### config.mk
export PLATFORM = sky130hd
export DESIGN_NAME = rf_multiport_sb_flat
export DESIGN_NICKNAME = d
export VERILOG_FILES = /design/src/rtl/rf_multiport_sb_if.sv /design/src/rtl/rf_multiport_sb.sv /design/src/flat_wrapper.sv
export SDC_FILE = /design/constraint.sdc
export NUM_CORES = 2
export LEC_CHECK = 0
export ABC_AREA = 0
export BUFFER_PORTS_ARGS = -buffer_cell sky130_fd_sc_hd__buf_2
export CAP_MARGIN = 0
export CORE_MARGIN = 5
export CORE_UTILIZATION = 37
export CTS_BUF_LIST = sky130_fd_sc_hd__clkbuf_4 sky130_fd_sc_hd__clkbuf_8
export DETAILED_ROUTE_END_ITERATION = 12
export PLACE_DENSITY = 0.55
export SLEW_MARGIN = 30
export SYNTH_ARGS = -nofsm -noshare
export SYNTH_HDL_FRONTEND = slang
export SYNTH_SLANG_ARGS = --single-unit
### constraint.sdc
create_clock -name clk -period 37 [get_ports clk]
set_clock_uncertainty 0.1 [all_clocks]
set_input_delay 3.7 -clock clk [delete_from_list [all_inputs] [get_ports clk]]
set_output_delay 3.7 -clock clk [all_outputs]
set_load 0.02 [all_outputs]
### src/rtl/rf_multiport_sb_if.sv
// Bus bundle for the multi-port register file: read ports, two write ports,
// scoreboard issue/flush controls and the debug busy vector.
interface rf_multiport_sb_if #(
    parameter int DATA_W = 32,
    parameter int ADDR_W = 5,
    parameter int NUM_RD = 2
);
    logic [NUM_RD*ADDR_W-1:0] rd_addr;
    logic [NUM_RD*DATA_W-1:0] rd_data;
    logic [NUM_RD-1:0]        rd_busy;
    logic                     wr0_en;
    logic [ADDR_W-1:0]        wr0_addr;
    logic [DATA_W-1:0]        wr0_data;
    logic                     wr1_en;
    logic [ADDR_W-1:0]        wr1_addr;
    logic [DATA_W-1:0]        wr1_data;
    logic                     iss_en;
    logic [ADDR_W-1:0]        iss_addr;
    logic                     flush;
    logic [2**ADDR_W-1:0]     busy_vec;

    modport master (
        output rd_addr, wr0_en, wr0_addr, wr0_data, wr1_en, wr1_addr, wr1_data,
               iss_en, iss_addr, flush,
        input  rd_data, rd_busy, busy_vec
    );

    modport slave (
        input  rd_addr, wr0_en, wr0_addr, wr0_data, wr1_en, wr1_addr, wr1_data,
               iss_en, iss_addr, flush,
        output rd_data, rd_busy, busy_vec
    );
endinterface

### src/rtl/rf_multiport_sb.sv
// Multi-read / dual-write register file with write-through bypass and a
// per-register result-pending scoreboard for the pipelined MIPS32 core.
module rf_multiport_sb #(
    parameter int              DATA_W  = 32,
    parameter int              ADDR_W  = 5,
    parameter int              NUM_RD  = 2,
    parameter int              SP_IDX  = 29,
    parameter logic [DATA_W-1:0] SP_INIT = 32'h0000_07FF
) (
    input  logic               clk,
    input  logic               rst,
    rf_multiport_sb_if.slave   bus
);
    localparam int DEPTH = 2**ADDR_W;

    logic [DATA_W-1:0] regs_q [1:DEPTH-1];
    logic [DATA_W-1:0] regs_d [1:DEPTH-1];
    logic [DEPTH-1:0]  busy_q;
    logic [DEPTH-1:0]  busy_d;

    // Write port 1 is applied after port 0 so the younger stage wins a conflict;
    // issue beats a simultaneous writeback because it names a new producer.
    always_comb begin
        regs_d = regs_q;
        busy_d = busy_q;
        for (int i = 1; i < DEPTH; i++) begin
            if (bus.wr0_en && bus.wr0_addr == ADDR_W'(i)) regs_d[i] = bus.wr0_data;
            if (bus.wr1_en && bus.wr1_addr == ADDR_W'(i)) regs_d[i] = bus.wr1_data;
            if (bus.flush)
                busy_d[i] = 1'b0;
            else if (bus.iss_en && bus.iss_addr == ADDR_W'(i))
                busy_d[i] = 1'b1;
            else if ((bus.wr0_en && bus.wr0_addr == ADDR_W'(i)) ||
                     (bus.wr1_en && bus.wr1_addr == ADDR_W'(i)))
                busy_d[i] = 1'b0;
        end
        busy_d[0] = 1'b0;
    end

    always_ff @(posedge clk or posedge rst) begin
        if (rst) begin
            for (int i = 1; i < DEPTH; i++)
                regs_q[i] <= (i == SP_IDX) ? SP_INIT : '0;
            busy_q <= '0;
        end else begin
            regs_q <= regs_d;
            busy_q <= busy_d;
        end
    end

    assign bus.busy_vec = busy_q;

    for (genvar k = 0; k < NUM_RD; k++) begin : gRead
        logic [ADDR_W-1:0] rdAddr;
        logic [DATA_W-1:0] rdVal;
        logic              wrHit;

        assign rdAddr = bus.rd_addr[k*ADDR_W +: ADDR_W];
        assign wrHit  = (rdAddr != '0) &&
                        ((bus.wr0_en && bus.wr0_addr == rdAddr) ||
                         (bus.wr1_en && bus.wr1_addr == rdAddr));

        // Bypass is suppressed during reset so readers see the reset contents.
        always_comb begin
            rdVal = '0;
            for (int j = 1; j < DEPTH; j++)
                if (rdAddr == ADDR_W'(j)) rdVal = regs_q[j];
            if (!rst && rdAddr != '0) begin
                if (bus.wr0_en && bus.wr0_addr == rdAddr) rdVal = bus.wr0_data;
                if (bus.wr1_en && bus.wr1_addr == rdAddr) rdVal = bus.wr1_data;
            end
        end

        assign bus.rd_data[k*DATA_W +: DATA_W] = rdVal;
        assign bus.rd_busy[k] = busy_q[rdAddr] & ~wrHit;
    end
endmodule
### src/flat_wrapper.sv
// flat-port wrapper written by rule: the top's interface ports become plain ports
module rf_multiport_sb_flat 
#(
    parameter int              DATA_W  = 32,
    parameter int              ADDR_W  = 5,
    parameter int              NUM_RD  = 2,
    parameter int              SP_IDX  = 29,
    parameter logic [DATA_W-1:0] SP_INIT = 32'h0000_07FF
)
  (clk, rst, bus_rd_addr, bus_wr0_en, bus_wr0_addr, bus_wr0_data, bus_wr1_en, bus_wr1_addr, bus_wr1_data, bus_iss_en, bus_iss_addr, bus_flush, bus_rd_data, bus_rd_busy, bus_busy_vec);
  rf_multiport_sb_if #(.DATA_W(DATA_W), .ADDR_W(ADDR_W), .NUM_RD(NUM_RD)) bus_i ();
  input  logic clk;
  input  logic rst;
  input wire logic [$bits(bus_i.rd_addr)-1:0] bus_rd_addr;
  input wire logic [$bits(bus_i.wr0_en)-1:0] bus_wr0_en;
  input wire logic [$bits(bus_i.wr0_addr)-1:0] bus_wr0_addr;
  input wire logic [$bits(bus_i.wr0_data)-1:0] bus_wr0_data;
  input wire logic [$bits(bus_i.wr1_en)-1:0] bus_wr1_en;
  input wire logic [$bits(bus_i.wr1_addr)-1:0] bus_wr1_addr;
  input wire logic [$bits(bus_i.wr1_data)-1:0] bus_wr1_data;
  input wire logic [$bits(bus_i.iss_en)-1:0] bus_iss_en;
  input wire logic [$bits(bus_i.iss_addr)-1:0] bus_iss_addr;
  input wire logic [$bits(bus_i.flush)-1:0] bus_flush;
  output wire logic [$bits(bus_i.rd_data)-1:0] bus_rd_data;
  output wire logic [$bits(bus_i.rd_busy)-1:0] bus_rd_busy;
  output wire logic [$bits(bus_i.busy_vec)-1:0] bus_busy_vec;
  assign bus_i.rd_addr = bus_rd_addr;
  assign bus_i.wr0_en = bus_wr0_en;
  assign bus_i.wr0_addr = bus_wr0_addr;
  assign bus_i.wr0_data = bus_wr0_data;
  assign bus_i.wr1_en = bus_wr1_en;
  assign bus_i.wr1_addr = bus_wr1_addr;
  assign bus_i.wr1_data = bus_wr1_data;
  assign bus_i.iss_en = bus_iss_en;
  assign bus_i.iss_addr = bus_iss_addr;
  assign bus_i.flush = bus_flush;
  assign bus_rd_data = bus_i.rd_data;
  assign bus_rd_busy = bus_i.rd_busy;
  assign bus_busy_vec = bus_i.busy_vec;
  rf_multiport_sb #(.DATA_W(DATA_W), .ADDR_W(ADDR_W), .NUM_RD(NUM_RD), .SP_IDX(SP_IDX), .SP_INIT(SP_INIT)) u_core (.clk(clk), .rst(rst), .bus(bus_i));
endmodule
Word level (Yosys, flattened, before mapping)
Index checks and enable logic that the tools add are counted.
{"block": "op_classes", "n_mux": 227, "n_lt_le_gt_ge": 2, "eq_ne": 159, "bitwise": 4, "reduce_logical": 199}
{"op": "32-bit 2-to-1 mux", "count": 130}
{"op": "5-bit equality test (second input constant)", "count": 80}
{"op": "5-bit by 4-bit equality test with 1-bit output (second input constant)", "count": 40}
{"op": "1-bit logical AND", "count": 101}
{"op": "5-bit by 3-bit equality test with 1-bit output (second input constant)", "count": 20}
{"op": "1-bit 2-to-1 mux", "count": 95}
{"op": "3-bit nonzero test", "count": 31}
{"op": "2-bit nonzero test", "count": 31}
{"op": "5-bit by 2-bit equality test with 1-bit output (second input constant)", "count": 10}
{"op": "1-bit logical OR", "count": 33}
{"op": "5-bit by 1-bit equality test with 1-bit output (second input constant)", "count": 5}
{"op": "5-bit equality test", "count": 4}
{"op": "5-bit by 6-bit < comparator with 1-bit output (second input constant)", "count": 2}
{"op": "1-bit binary-select mux with 5-bit select", "count": 2}
{"op": "5-bit nonzero test", "count": 2}
{"op": "1-bit bitwise AND", "count": 2}
{"op": "1-bit NOT", "count": 2}
{"op": "1-bit zero test", "count": 1}
{"block": "word_totals", "out_inout_bits": 98, "regBits": 1023, "elab_cells": 653}

Depth between registers and ports, before layout
{"block": "depth", "ltp_word": 35, "depth_mapped": 12}

Worst setup path before layout
Ideal clock, no wire load.
{"block": "synth_timing", "path_type": "input to output", "from": "input bus_wr1_addr[0]", "to": "output bus_rd_data[47]", "cell_stages": 11, "arrival_ns": 5.793, "slack_ns": 27.407, "path_buffers": 4, "path_cell_list": "clkbuf_1 > xor2_1 > nor4_1 > and3_1 > buf_2 > o21a_1 > clkbuf_1 > buf_2 > nor3_1 > a21oi_1 > a21boi_0"}
{"block": "synth_between", "elab_chain_cells": 4}
{"element": "from (decl)", "line": "flat_wrapper.sv:19", "text": "input wire logic [$bits(bus_i.wr1_addr)-1:0] bus_wr1_addr;"}
{"element": "5-bit equality test", "line": "rf_multiport_sb.sv:70", "text": "if (bus.wr1_en && bus.wr1_addr == rdAddr) rdVal = bus.wr1_data;"}
{"element": "1-bit logical AND", "line": "rf_multiport_sb.sv:70"}
{"element": "32-bit 2-to-1 mux", "line": "rf_multiport_sb.sv:70"}
{"element": "32-bit 2-to-1 mux", "line": "rf_multiport_sb.sv:68", "text": "if (!rst && rdAddr != '0) begin"}
{"element": "to (decl)", "line": "flat_wrapper.sv:24", "text": "output wire logic [$bits(bus_i.rd_data)-1:0] bus_rd_data;"}
No other way between the ends.

Worst setup path after layout
{"block": "layout_timing", "from": "input bus_rd_addr[6]", "to": "output bus_rd_data[62]"}
{"block": "layout_between", "elab_chain_cells": 35, "word_cells_on_any_way": 71}
{"element": "from (decl)", "line": "flat_wrapper.sv:14", "text": "input wire logic [$bits(bus_i.rd_addr)-1:0] bus_rd_addr;"}
{"element": "5-bit by 1-bit equality test with 1-bit output", "line": "rf_multiport_sb.sv:67", "text": "if (rdAddr == ADDR_W'(j)) rdVal = regs_q[j];"}
{"element": "32-bit 2-to-1 mux (31 in series)", "line": "rf_multiport_sb.sv:67"}
{"element": "32-bit 2-to-1 mux", "line": "rf_multiport_sb.sv:69", "text": "if (bus.wr0_en && bus.wr0_addr == rdAddr) rdVal = bus.wr0_data;"}
{"element": "32-bit 2-to-1 mux", "line": "rf_multiport_sb.sv:70"}
{"element": "32-bit 2-to-1 mux (*)", "line": "rf_multiport_sb.sv:68"}
Mark *: on every way between the ends. The rest lies on a longest branch, timed or not.

==> key figures <==
Routing
  • DR iter-0 viols: 13000
  • Avg WL per Cell: 38.0 um
  • Pre-antenna DRT Iters: 7
  • Antenna violation net count after detailed routing: 0
  • Via count: 71500
  • WL final: 397000 um
  • Avg Vias per Cell: 6.84
  • Remaining DRCs: 0

Final layout
  • Fillers: 18600
  • Most common cell after layout, fill and taps aside: mux2i_1
  • Area delta synth->final: 10.1%
  • Layout Nets: 7904
  • Share of cells above drive strength 1: 13.3%
  • Commonest cells after routing, fill and taps aside: 1173 x mux2i_1, 1012 x dfrtp_1, 894 x o21ai_0
  • Final core utilization: 40.9%

Setup path
  • Worst R2R Path Depth: 4
  • Worst-path fanout max: 45
  • Critical path class: primary input to output pin
  • Critical path startpoint: bus_rd_addr[6]
  • Reg2reg start: u_core.bus.busy_vec[26]$_DFFE_PP0P_
  • Worst Setup End Kind: output pin
  • CP endpoint: bus_rd_data[62]
  • Flop2flop setup slack: 35.91 ns
  • Startpoint types: primary input
  • Crit path DAT: 9.07 ns
  • R2R Path End: u_core.bus.busy_vec[26]$_DFFE_PP0P_
  • Required @ worst endpoint: 33.20 ns

Logic synthesis
  • Dominant cell type by area after synthesis: dfrtp_1
  • Post-Syn Instances: 8092
  • Syn Area/Cell: 8.41 um^2
  • Yosys cell types: 93
  • #FFs+latches synth: 1023
  • Syn nets: 8187
  • Synth top area cells: dfrtp_1 37%, mux2i_1 17%, o21ai_0 6.6%
  • Sequential fraction of the synthesis area: 37.6%
  • Top FF cell, synth: dfrtp_1
  • Yosys top cell area share: 37.2%
  • YS warnings: 0
  • Ys async rst share: 100%
  • Post-Syn Area: 68100 um^2
  • Number of synthesized flops with an enable pin: 0

GRT
  • GRT Overall Usage: 39.5%
  • Initial antenna violation count: 38
  • Largest net degree at the start of global routing: 111
  • Vias in the first global route: 65600
  • Global-route wire length before repair: 545000 um
  • GRT overflow: 0

CTS
  • Max H-tree Level: 4
  • Clock Pin Slew Worst Setup and Hold Paths: 0.05 ns
  • Clk Latency, worst-skew pair: 1.00 ns
  • Clock Path Buffers: 3
  • Post-cts resize count: 0
  • Root buffer cell: clkbuf_8
  • Hold_buf cts: 0
  • CTS tree: built
  • Clock Sink Count: 1023
  • Cts bufs inserted: 191
  • Postcts setup bufs: 0

Power
  • Int Pwr: 2410 uW
  • Power density over the cells: 51.7 nW/um^2
  • Peak VDD IR: 38.0 uV
  • Pleak: 0.0314 uW
  • Sw Pwr: 1470 uW
  • Sw Ratio: 37.9%
  • Sequential share of power: 45.8%
  • Combinational share of power: 22.7%
  • Share of power burned in the clock network: 31.5%

Placement
  • Final GP Congestion: 1.03
  • Post-DP HPWL: 268000 um
  • Port-buffer cells: 191

STA
  • RSZ-0062 raised after global routing: no
  • Crit path time final: 12.87 ns
  • Max Clk Rate: 77.7 MHz
  • Final period util: 34.8%
  • Setup Total Neg Slack: 0 ns
  • Min Hold Slack: 0.477 ns
  • Setup Viol. Count Final: 0
  • Hold Fails Final Rpt: 0
  • Worst-Margin Slew: 1.18 ns
  • Slew Limit Headroom: 21.2%
  • Final Max Slew Viols: 0

Floorplanning
  • Io pins: 193
  • CORE AREA: 183000 um^2
  • # rows: 157
  • Die height: 439 um
  • Initial cell density of the core: 37.2%
  • Die Width: 439 um
  • Total Die Area: 193000 um^2

Min path
  • HP Class: flip-flop to flip-flop
  • Hold path cells: 2

Run
  • Maxcap violations: 0

Outcome
  • Status: finished, final reports clean
==> logic make-up after synthesis <==
kind of cell | Yosys count | share of synthesized area, %
XOR/XNOR | 20 | 0.257
other | 1 | 0.00551
flip-flops | 1023 | 37.6
AO/OA/AOI/OAI | 2690 | 23.6
multiplexers | 1265 | 19.1
buffers and inverters | 955 | 5.87
AND/OR/NAND/NOR | 2138 | 13.6
==> metrics by stage <==
step | worst slack, ns | area [um^2] | instances | total power [uW]
after floorplan | 4.43 | 68100 | 8092 | 2170
after global placement | 24.65 | 70700 | 10100 | 2580
after detailed placement | 24.56 | 70700 | 10100 | 2600
after CTS | 24.56 | 74800 | 10400 | 3810
after global routing | 24.51 | 74900 | 10400 | 3990
final | 24.13 | 75000 | 10400 | 3880
==> power by group through the flow <==
stage | combinational [uW] | clock [uW] | sequential [uW]
2_1_floorplan | 575 | 0 | 1600
3_3_place_gp | 822 | 0 | 1760
3_5_place_dp | 846 | 0 | 1760
4_1_cts | 845 | 1230 | 1740
5_1_grt | 936 | 1270 | 1780
6_report | 882 | 1220 | 1780
==> flip-flops by register name, indices dropped and copies added, names as in the netlist <==
register and count:
u_core.bus.busy_vec 31, u_core.regs_q 992
==> how the worst min path moves through the flow <==
stage / startpoint / end / slack [ns]
6_report: u_core.regs_q[69]$_DFFE_PP1P_ / u_core.regs_q[69]$_DFFE_PP1P_ / 0.48
5_1_grt: u_core.regs_q[65]$_DFFE_PP1P_ / u_core.regs_q[65]$_DFFE_PP1P_ / 0.50
4_1_cts: u_core.regs_q[72]$_DFFE_PP1P_ / u_core.regs_q[72]$_DFFE_PP1P_ / 0.47
3_5_place_dp: u_core.regs_q[72]$_DFFE_PP1P_ / u_core.regs_q[72]$_DFFE_PP1P_ / 0.47
3_3_place_gp: u_core.regs_q[935]$_DFFE_PP0P_ / u_core.regs_q[935]$_DFFE_PP0P_ / 0.46
2_1_floorplan: u_core.regs_q[935]$_DFFE_PP0P_ / u_core.regs_q[935]$_DFFE_PP0P_ / 0.43
==> synth_stat cells (14+ instances only) <==
| master | instances |
|---|---|
| a211o_1 | 19 |
| a211oi_1 | 60 |
| a21o_1 | 17 |
| a21oi_1 | 856 |
| a221o_1 | 19 |
| a221oi_1 | 62 |
| a222oi_1 | 14 |
| a22o_1 | 20 |
| a22oi_1 | 145 |
| a31oi_1 | 45 |
| a32oi_1 | 32 |
| and2_1 | 18 |
| and3_1 | 28 |
| buf_1 | 93 |
| buf_2 | 197 |
| buf_4 | 37 |
| clkbuf_1 | 606 |
| dfrtp_1 | 1012 |
| inv_1 | 17 |
| mux2_2 | 71 |
| mux2i_1 | 1173 |
| mux4_2 | 21 |
| nand2_1 | 831 |
| nand2b_1 | 33 |
| nand3_1 | 87 |
| nand3b_1 | 23 |
| nand4_1 | 26 |
| nor2_1 | 852 |
| nor2b_1 | 40 |
| nor3_1 | 76 |
| nor4_1 | 24 |
| o2111ai_1 | 26 |
| o211ai_1 | 49 |
| o21a_1 | 24 |
| o21ai_0 | 898 |
| o221ai_1 | 67 |
| o22a_1 | 15 |
| o22ai_1 | 187 |
| o31ai_1 | 22 |
| or3_1 | 15 |
==> worst max-delay path, stage by stage <==
cell      delay [ns]
clkbuf_8        0.28
buf_4           0.69
buf_4           0.69
nor2_2          0.19
buf_4           0.31
nand2_1         0.54
o22ai_1         0.15
or4b_1          0.59
a41oi_1         0.63
o221ai_1        0.22
a21oi_1         0.66
buf_2           0.30
==> per-layer routing <==
layer | wire length (um) | part of all wire (%) | track usage [%] | vias to the layer above
li1 | - | - | - | 28800
met3 | 53500 | 13 | 12.6 | 1635
met2 | 160000 | 40 | 55.7 | 6447
met1 | 150000 | 38 | 51.5 | 34600
met4 | 33600 | 8.5 | 26.8 | 18
met5 | 263 | 0.066 | 0 | -
==> layout make-up <==
class	instances	area, um^2	share of cell area [%]
clock inverter	34	293	0.391
sequential	1023	25600	34.2
tap	2464	3080	4.11
multi-input combinational	6114	38900	51.9
inverter	18	80.1	0.107
antenna	32	80.1	0.107
timing repair buffer	461	3090	4.12
clock buffer	301	3780	5.04
(Power assumes the default switching activity.)
